===== config.mk =====
export PLATFORM = sky130hd
export DESIGN_NAME = dadda_mac
export DESIGN_NICKNAME = d
export VERILOG_FILES = /design/src/rtl/dadda_mac.sv
export SDC_FILE = /design/constraint.sdc
export NUM_CORES = 1
export LEC_CHECK = 0
export ABC_AREA = 1
export ABC_CLOCK_PERIOD_IN_PS = 1110
export CORE_UTILIZATION = 38
export CTS_BUF_LIST = sky130_fd_sc_hd__clkbuf_4 sky130_fd_sc_hd__clkbuf_8
export DETAILED_ROUTE_END_ITERATION = 10
export HOLD_SLACK_MARGIN = 0.1
export PLACE_DENSITY = 0.78
export SETUP_SLACK_MARGIN = 0.3
export SKIP_CTS_REPAIR_TIMING = 1
export SLEW_MARGIN = 20
export SYNTH_ARGS = -nofsm -noshare
export SYNTH_HDL_FRONTEND = slang
export SYNTH_SLANG_ARGS = --single-unit

===== constraint.sdc =====
create_clock -name clk -period 1.11 [get_ports clk]
set_input_delay 0.111 -clock clk [delete_from_list [all_inputs] [get_ports clk]]
set_output_delay 0.111 -clock clk [all_outputs]
set_load 0.01 [all_outputs]

===== src/rtl/dadda_mac.sv =====
// ---------------------------------------------------------------------------
// dadda_mac
//   Multiply-accumulate stage for a stream of unsigned 8-bit operand pairs.
//   Each accepted pair is registered (S1) and multiplied by a combinational
//   8x8 Dadda tree. The 16-bit product is registered (S2) and then summed
//   into the accumulator (S3). When the beat flagged in_last has been summed,
//   the sum, beat count and sticky overflow are presented downstream. They
//   are held until out_ready completes the handshake.
//
// Ports
//   clk, rst          rising-edge clock, synchronous active-high reset
//   in_valid/in_ready operand handshake; in_a, in_b, in_last sampled on accept
//   out_valid/out_ready result handshake
//   out_acc           sum of products modulo 2^ACC_W
//   out_cnt           beats accumulated, saturating at 2^CNT_W-1
//   out_ovf           sticky carry out of the accumulator's top bit
// ---------------------------------------------------------------------------
module dadda_mac #(
    parameter int ACC_W = 24,
    parameter int CNT_W = 8
) (
    input  logic             clk,
    input  logic             rst,
    input  logic             in_valid,
    output logic             in_ready,
    input  logic [7:0]       in_a,
    input  logic [7:0]       in_b,
    input  logic             in_last,
    output logic             out_valid,
    input  logic             out_ready,
    output logic [ACC_W-1:0] out_acc,
    output logic [CNT_W-1:0] out_cnt,
    output logic             out_ovf
);

    typedef enum logic {ST_ACCUM, ST_DONE} state_t;

    // Dadda reduction of the 8x8 partial-product matrix. Each column is held
    // as a packed bit bag plus its height. Every stage compresses columns
    // down to the Dadda limits 6, 4, 3, 2 with the fewest adders, and a
    // final two-row add resolves the product. All heights depend only on
    // constants, so the loops unroll into a fixed adder tree.
    function automatic logic [15:0] dadda_mul(input logic [7:0] a, input logic [7:0] b);
        logic [7:0]  col_cur [17];
        logic [7:0]  col_nxt [17];
        int          h_cur [17];
        int          h_nxt [17];
        int          lim;
        int          total;
        int          idx;
        logic [7:0]  rest;
        logic        x;
        logic        y;
        logic        z;
        logic [15:0] row0;
        logic [15:0] row1;

        for (int c = 0; c < 17; c++) begin
            col_cur[5'(c)] = '0;
            h_cur[5'(c)]   = 0;
        end
        for (int i = 0; i < 8; i++) begin
            for (int j = 0; j < 8; j++) begin
                col_cur[5'(i + j)] = col_cur[5'(i + j)]
                                   | (8'(a[3'(j)] & b[3'(i)]) << h_cur[5'(i + j)]);
                h_cur[5'(i + j)] += 1;
            end
        end

        for (int s = 0; s < 4; s++) begin
            case (s)
                0:       lim = 6;
                1:       lim = 4;
                2:       lim = 3;
                default: lim = 2;
            endcase
            for (int c = 0; c < 17; c++) begin
                col_nxt[5'(c)] = '0;
                h_nxt[5'(c)]   = 0;
            end
            // Carries already dropped into a column by its right neighbour
            // count toward that column's height before choosing adders.
            for (int c = 0; c < 16; c++) begin
                total = h_cur[5'(c)] + h_nxt[5'(c)];
                idx   = 0;
                for (int k = 0; k < 4; k++) begin
                    if (total > lim) begin
                        rest = col_cur[5'(c)] >> idx;
                        x    = rest[0];
                        y    = rest[1];
                        z    = rest[2];
                        if (total == lim + 1) begin
                            col_nxt[5'(c)]     = col_nxt[5'(c)] | (8'(x ^ y) << h_nxt[5'(c)]);
                            h_nxt[5'(c)]      += 1;
                            col_nxt[5'(c + 1)] = col_nxt[5'(c + 1)] | (8'(x & y) << h_nxt[5'(c + 1)]);
                            h_nxt[5'(c + 1)]  += 1;
                            idx   += 2;
                            total -= 1;
                        end else begin
                            col_nxt[5'(c)]     = col_nxt[5'(c)] | (8'(x ^ y ^ z) << h_nxt[5'(c)]);
                            h_nxt[5'(c)]      += 1;
                            col_nxt[5'(c + 1)] = col_nxt[5'(c + 1)]
                                               | (8'((x & y) | (x & z) | (y & z)) << h_nxt[5'(c + 1)]);
                            h_nxt[5'(c + 1)]  += 1;
                            idx   += 3;
                            total -= 2;
                        end
                    end
                end
                // Bits not consumed by an adder pass straight to the next stage.
                rest            = col_cur[5'(c)] >> idx;
                col_nxt[5'(c)]  = col_nxt[5'(c)] | (rest << h_nxt[5'(c)]);
                h_nxt[5'(c)]   += h_cur[5'(c)] - idx;
            end
            col_cur = col_nxt;
            h_cur   = h_nxt;
        end

        for (int c = 0; c < 16; c++) begin
            row0[4'(c)] = col_cur[5'(c)][0];
            row1[4'(c)] = col_cur[5'(c)][1];
        end
        return row0 + row1;
    endfunction

    state_t             state_q, state_d;
    logic               last_pending_q, last_pending_d;
    logic [7:0]         a_q, a_d, b_q, b_d;
    logic               v1_q, v1_d, last1_q, last1_d;
    logic [15:0]        prod_q, prod_d;
    logic               v2_q, v2_d, last2_q, last2_d;
    logic               v3_q, v3_d, last3_q, last3_d;
    logic [ACC_W-1:0]   acc_q, acc_d;
    logic [CNT_W-1:0]   cnt_q, cnt_d;
    logic               ovf_q, ovf_d;
    logic               out_valid_q, out_valid_d;
    logic [ACC_W-1:0]   out_acc_q, out_acc_d;
    logic [CNT_W-1:0]   out_cnt_q, out_cnt_d;
    logic               out_ovf_q, out_ovf_d;
    logic               accept;
    logic [ACC_W:0]     acc_sum;

    // in_ready is also gated by rst so it reads low while reset is held.
    assign in_ready  = (state_q == ST_ACCUM) && !last_pending_q && !rst;
    assign accept    = in_valid && in_ready;
    assign out_valid = out_valid_q;
    assign out_acc   = out_acc_q;
    assign out_cnt   = out_cnt_q;
    assign out_ovf   = out_ovf_q;

    // Pipeline advance, accumulation and result FSM next-state logic.
    always_comb begin
        state_d        = state_q;
        last_pending_d = last_pending_q;
        a_d            = a_q;
        b_d            = b_q;
        v1_d           = accept;
        last1_d        = accept && in_last;
        prod_d         = prod_q;
        v2_d           = v1_q;
        last2_d        = v1_q && last1_q;
        v3_d           = v2_q;
        last3_d        = v2_q && last2_q;
        acc_d          = acc_q;
        cnt_d          = cnt_q;
        ovf_d          = ovf_q;
        out_valid_d    = out_valid_q;
        out_acc_d      = out_acc_q;
        out_cnt_d      = out_cnt_q;
        out_ovf_d      = out_ovf_q;
        acc_sum        = {1'b0, acc_q} + {{(ACC_W - 15){1'b0}}, prod_q};

        if (accept) begin
            a_d = in_a;
            b_d = in_b;
            if (in_last) begin
                last_pending_d = 1'b1;
            end
        end

        if (v1_q) begin
            prod_d = dadda_mul(a_q, b_q);
        end

        if (v2_q) begin
            acc_d = acc_sum[ACC_W-1:0];
            ovf_d = ovf_q | acc_sum[ACC_W];
            if (cnt_q != {CNT_W{1'b1}}) begin
                cnt_d = cnt_q + 1'b1;
            end
        end

        case (state_q)
            ST_ACCUM: begin
                if (v3_q && last3_q) begin
                    state_d     = ST_DONE;
                    out_valid_d = 1'b1;
                    out_acc_d   = acc_q;
                    out_cnt_d   = cnt_q;
                    out_ovf_d   = ovf_q;
                end
            end
            ST_DONE: begin
                if (out_ready) begin
                    state_d        = ST_ACCUM;
                    out_valid_d    = 1'b0;
                    acc_d          = '0;
                    cnt_d          = '0;
                    ovf_d          = 1'b0;
                    last_pending_d = 1'b0;
                end
            end
            default: state_d = ST_ACCUM;
        endcase
    end

    // State registers; reset discards in-flight beats and any held result.
    always_ff @(posedge clk) begin
        if (rst) begin
            state_q        <= ST_ACCUM;
            last_pending_q <= 1'b0;
            a_q            <= '0;
            b_q            <= '0;
            v1_q           <= 1'b0;
            last1_q        <= 1'b0;
            prod_q         <= '0;
            v2_q           <= 1'b0;
            last2_q        <= 1'b0;
            v3_q           <= 1'b0;
            last3_q        <= 1'b0;
            acc_q          <= '0;
            cnt_q          <= '0;
            ovf_q          <= 1'b0;
            out_valid_q    <= 1'b0;
            out_acc_q      <= '0;
            out_cnt_q      <= '0;
            out_ovf_q      <= 1'b0;
        end else begin
            state_q        <= state_d;
            last_pending_q <= last_pending_d;
            a_q            <= a_d;
            b_q            <= b_d;
            v1_q           <= v1_d;
            last1_q        <= last1_d;
            prod_q         <= prod_d;
            v2_q           <= v2_d;
            last2_q        <= last2_d;
            v3_q           <= v3_d;
            last3_q        <= last3_d;
            acc_q          <= acc_d;
            cnt_q          <= cnt_d;
            ovf_q          <= ovf_d;
            out_valid_q    <= out_valid_d;
            out_acc_q      <= out_acc_d;
            out_cnt_q      <= out_cnt_d;
            out_ovf_q      <= out_ovf_d;
        end
    end

endmodule


* After elaboration in Yosys (flattened, before gate mapping)
Cells that the tools add are included.
** Storage, ports and cells
- Output and inout bits :: 35
- Register bits :: 75
** Cells by class
- Multiplexer cells :: 17
- Reductions and logical operators :: 12
- Add/sub/neg operators :: 1
- Equality and inequality tests :: 3
- Bitwise operators :: 1
** Operators by type and width (count)
- 24-bit 2-to-1 mux :: 2
- 8-bit 2-to-1 mux :: 4
- 1-bit 2-to-1 mux :: 9
- 8-bit by 1-bit adder with 8-bit output, second input constant :: 1
- 8-bit inequality test, second input constant :: 1
- 1-bit logical AND :: 7
- 2-bit AND reduction :: 3
- 1-bit case mux with 2 select lines :: 2
- 1-bit zero test :: 2
- 2-bit by 1-bit inequality test with 1-bit output, second input constant :: 1
- 2-bit inequality test, second input constant :: 1
- 1-bit NOT :: 1

* Longest topological paths before layout
- Depth after elaboration :: 7
- Depth in mapped cells :: 8
- Mapped depth without buffers :: 8

* Worst setup path before layout
Ideal clock, no wire load.
- Path type :: register to register
- From :: register cnt_q[1]
- To :: register cnt_q[5]
- Period minus slack after synthesis :: 1190 ps
- Cell stages (with the launch flop) :: 9
- Slack :: -80 ps
- Arrival :: 1077 ps
- Path buffers :: 0
- Data required time :: 997 ps
- Path through :: dfxtp_1 ha_1 inv_1 nor2_4 nand2_4 nand3_1 nand2_1 nand2_1 nor2_1
** Between the ends
- Word-level cells in the longest chain between the ends :: 5
** Ends and longest elaborated chain
- start: declaration :: line 134 : logic [CNT_W-1:0] cnt_q, cnt_d;
- start signal: assignment :: line 251 : cnt_q <= cnt_d;
- 8-bit by 1-bit adder with 8-bit output / 8-bit inequality test (equally long branches) :: line 189, 188
- 8-bit 2-to-1 mux * :: line 188 : if (cnt_q != {CNT_W{1'b1}}) begin
- 8-bit 2-to-1 mux * :: line 185 : if (v2_q) begin
- 8-bit 2-to-1 mux :: line 204 : if (out_ready) begin
- 8-bit 2-to-1 mux * :: line 193 : case (state_q)
Every way passes the cells marked *; elsewhere a longest branch is shown, timed or not.
A chain may end at the register's enable or synchronous reset.

* Final worst setup path
- From :: register cnt_q[0]
- To :: register cnt_q[1]
Same word-level chain as after synthesis.

==> implementation parameters <==
Parameter                              Value

STA
  Number of setup violations in the final report    3
  Maximum clock frequency    894 MHz
  Portion of the clock cycle consumed by the worst path in the final layout    101%
  Worst hold-check slack    299 ps
  Post-route setup slack    -9.15 ps
  Aggregate negative setup slack    -17.8 ps
  Max Transition Viols Final    0
  Final number of hold-violating endpoints    0
  Setup skew after layout    9.91 ps
  RSZ-0062 raised after global routing    true
  Crit path time final    1120 ps

Pwr
  Clock share of power    28.3%
  VDD IR-drop max    0.990 mV
  Pleak    0.672 nW
  Switching power as a share of total power    26.6%
  Combinational group share of total power    approximately 10%
  Net switching power    0.399 mW
  Internal power    1.10 mW
  Total power after layout    1.50 mW
  Sequential group share of total power    about three fifths
  Power density over cell area    between 900 and 1000 mW/mm^2

Floorplanning
  Die Outline Area    0.00333 sq mm
  Number of cell rows    19
  Initial Utilization    41.4%
  Boundary pin count    56
  Core box area    between 0.002 and 0.003 sq mm
  Die height    slightly below 60 um
  Die span in x    about 58 um

Drt
  First drt pass iteration count    9
  First-iteration detailed-routing DRC count    19
  Routed WL    2160 um
  Remaining DRCs    1
  Routed wire length per instance    ~10 um
  Total vias in the final route    ~950
  Detail Route Antenna Nets    0
  Detailed-route vias per instance    around 4.4

Final layout
  Final standard cell utilization of the core    56.9%
  Syn-to-layout area delta    37.6%
  Antenna Cells    0
  Post-route non-filler standard cell count    approximately 220
  Net count reported at finish    209
  Share of cells above drive strength 1    between 40% and 50%
  Total of fill cells in the finished design    258

Placed design
  Total half-perimeter wirelength after legalization and detailed placement    about 1400 um
  Routability Congestion    a little over 0.8
  Number of input and output port buffers inserted    14
  Placed cells    slightly above 200

Critical path
  Bufs and invs on worst path    2
  Worst Path Max Fanout    5
  Signal arrival time at the worst endpoint    1360 ps
  Required time of the critical path    1350 ps
  Critical path startpoint category    register
  Critical path cell sequence    ha_4 > inv_2 > nor2_4 > nand2_4 > nand2_4 > inv_2 > nor2_1 > nor2_1
  Crit-path leading delay family    simple AND/OR/NAND/NOR gates
  Kind of critical path    register to register
  Maximum cell stage delay along the critical path    390 ps
  R2R setup slack    -9 ps
  Slowest-stage cell, CP    dfxtp_4
  Endpoint kind of the worst setup timing path    register

Min path
  Class of the tightest hold or removal check    primary input to register

Global routing
  Initial antenna violation count    0
  Maximum number of pins on one net before global-route repair    17
  Grt ovf    0
  Vias in the first global route    roughly 710
  Global Route Usage Sum    between 10% and 20%
  First-pass GRT wire length    2990 um

Synth
  Portion of the post-synthesis area used by sequential elements    42.4%
  Share of the synthesized area in the top cell type    a little over two fifths
  Async S/R FF share, synth    0%
  Number of different library cells in the post-synthesis netlist    23
  Number of cells produced by synthesis    154
  Yosys synthesis warning count    0
  Number of enable flip-flop cells after synthesis    0
  Synth area leader    dfxtp_1
  Primary flip-flop cell chosen by synthesis mapping    dfxtp_1
  Top area cells in the synthesized netlist    dfxtp_1 (42%), buf_4 (16%), nand2_1 (7.3%)
  Commonest cells in the netlist    buf_4 (25), dfxtp_1 (25), nand2_1 (23)
  Number of synthesized register bits    25
  Post-Syn Area per Cell    roughly 7.7 sq um
  Area of the mapped netlist    approximately 0.0012 sq mm

Outcome
  Outcome    complete, but fails checks
  Failing checks    DRC, setup timing

Clock network
  Clock buffers created by TritonCTS    3
  H-tree depth reported by CTS    1
  Clk Tree Root Cell    clkbuf_4
  Worst-skew pair later-pin latency    330 ps
  Maximum buffer depth of the clock tree    2
  Clock transition at the registers of the reported paths    150 ps
  Number of clock sinks    25
  Clock tree from TritonCTS    built

Job
  Reported max-cap violation count    0
[cell usage in the layout (no fill, tap or decap), drive strengths merged]
cell	count
dfxtp	25
ha	1
clkinvlp	2
clkdlybuf4s50	4
nor3	2
a31oi	1
clkbuf	4
xnor2	1
inv	15
buf	26
nand3	5
nor2	24
nand2	26
o21ai	12
a21oi	12
conb	25
nand4	1
[area by class of cell]
type | count | area, sq um | share of cell area [%]
clock inverters | 1 | 7.51 | 0.462
clock buffers | 3 | 22.5 | 1.39
well taps | 31 | 38.8 | 2.39
flip-flops and latches | 25 | 529 | 32.6
inverters | 16 | 73.8 | 4.55
repair buffers | 31 | 335 | 20.6
multi-input cells | 110 | 617 | 38.0
[registers in the layout, indices dropped and copies added (netlist names)]
name and flops:
last3_q 1, v2_q 1, last1_q 1, cnt_q 8, last_pending_q 1, out_valid 1, v1_q 1, v3_q 1
state_q 1, out_cnt 8, last2_q 1
[layer usage]
metal | wire length (um) | GRT usage [%] | part of all wire, % | up-vias
li1 | - | - | - | 494
met1 | 1060 | 16.7 | 49 | 428
met2 | 1010 | 17.4 | 47 | 26
met3 | 94 | 4.69 | 4.3 | 0
met5 | 0 | 0 | 0 | -
met4 | 0 | 1.02 | 0 | 0
[path summary, 6_finish.rpt]
check / start / end / cells past startpoint
worst max register to register: cnt_q[0] / cnt_q[1] / 8
worst min register to register: last1_q / last2_q / 2
worst min-delay path: in_valid / v1_q / 3
worst max-delay path: cnt_q[0] / cnt_q[1] / 8
[power by group through the flow]
stage	registers, mW	logic (mW)	clock network [mW]
2_1_floorplan	0.942	0.152	0
3_3_place_gp	0.942	0.134	0
3_5_place_dp	0.943	0.135	0
4_1_cts	0.923	0.135	0.441
5_1_grt	0.922	0.172	0.474
6_report	0.921	0.155	0.424
[cell families after synthesis]
| logic type | count (synthesis) | share of synthesized area (%) |
|---|---|---|
| xor gates and xnor gates | 1 | 0.742 |
| DFF | 25 | 42.4 |
| AOI/OAI and AO/OA | 25 | 11.0 |
| other | 1 | 0.318 |
| buffers and inverters | 43 | 21.8 |
| and+or+nand+nor | 58 | 22.6 |
| adders and majority gates | 1 | 1.06 |
[worst reg2reg max path, delay by kind of cell (launching register included)]
| family | cells | cell delay (ps) |
|---|---|---|
| buffers and inverters | 2 | 90 |
| AND/OR/NAND/NOR | 5 | 410 |
| adder cells (fa/ha/maj) | 1 | 140 |
| flip-flops | 1 | 390 |
[stage by stage]
step	setup WS, ps	area, sq um
finish	-9.15	1620
global placement	-370	1410
detailed placement	-357	1410
global route	-77.5	1620
floorplan	57.6	1350
CTS	-438	1440
(Power assumes the default switching activity.)
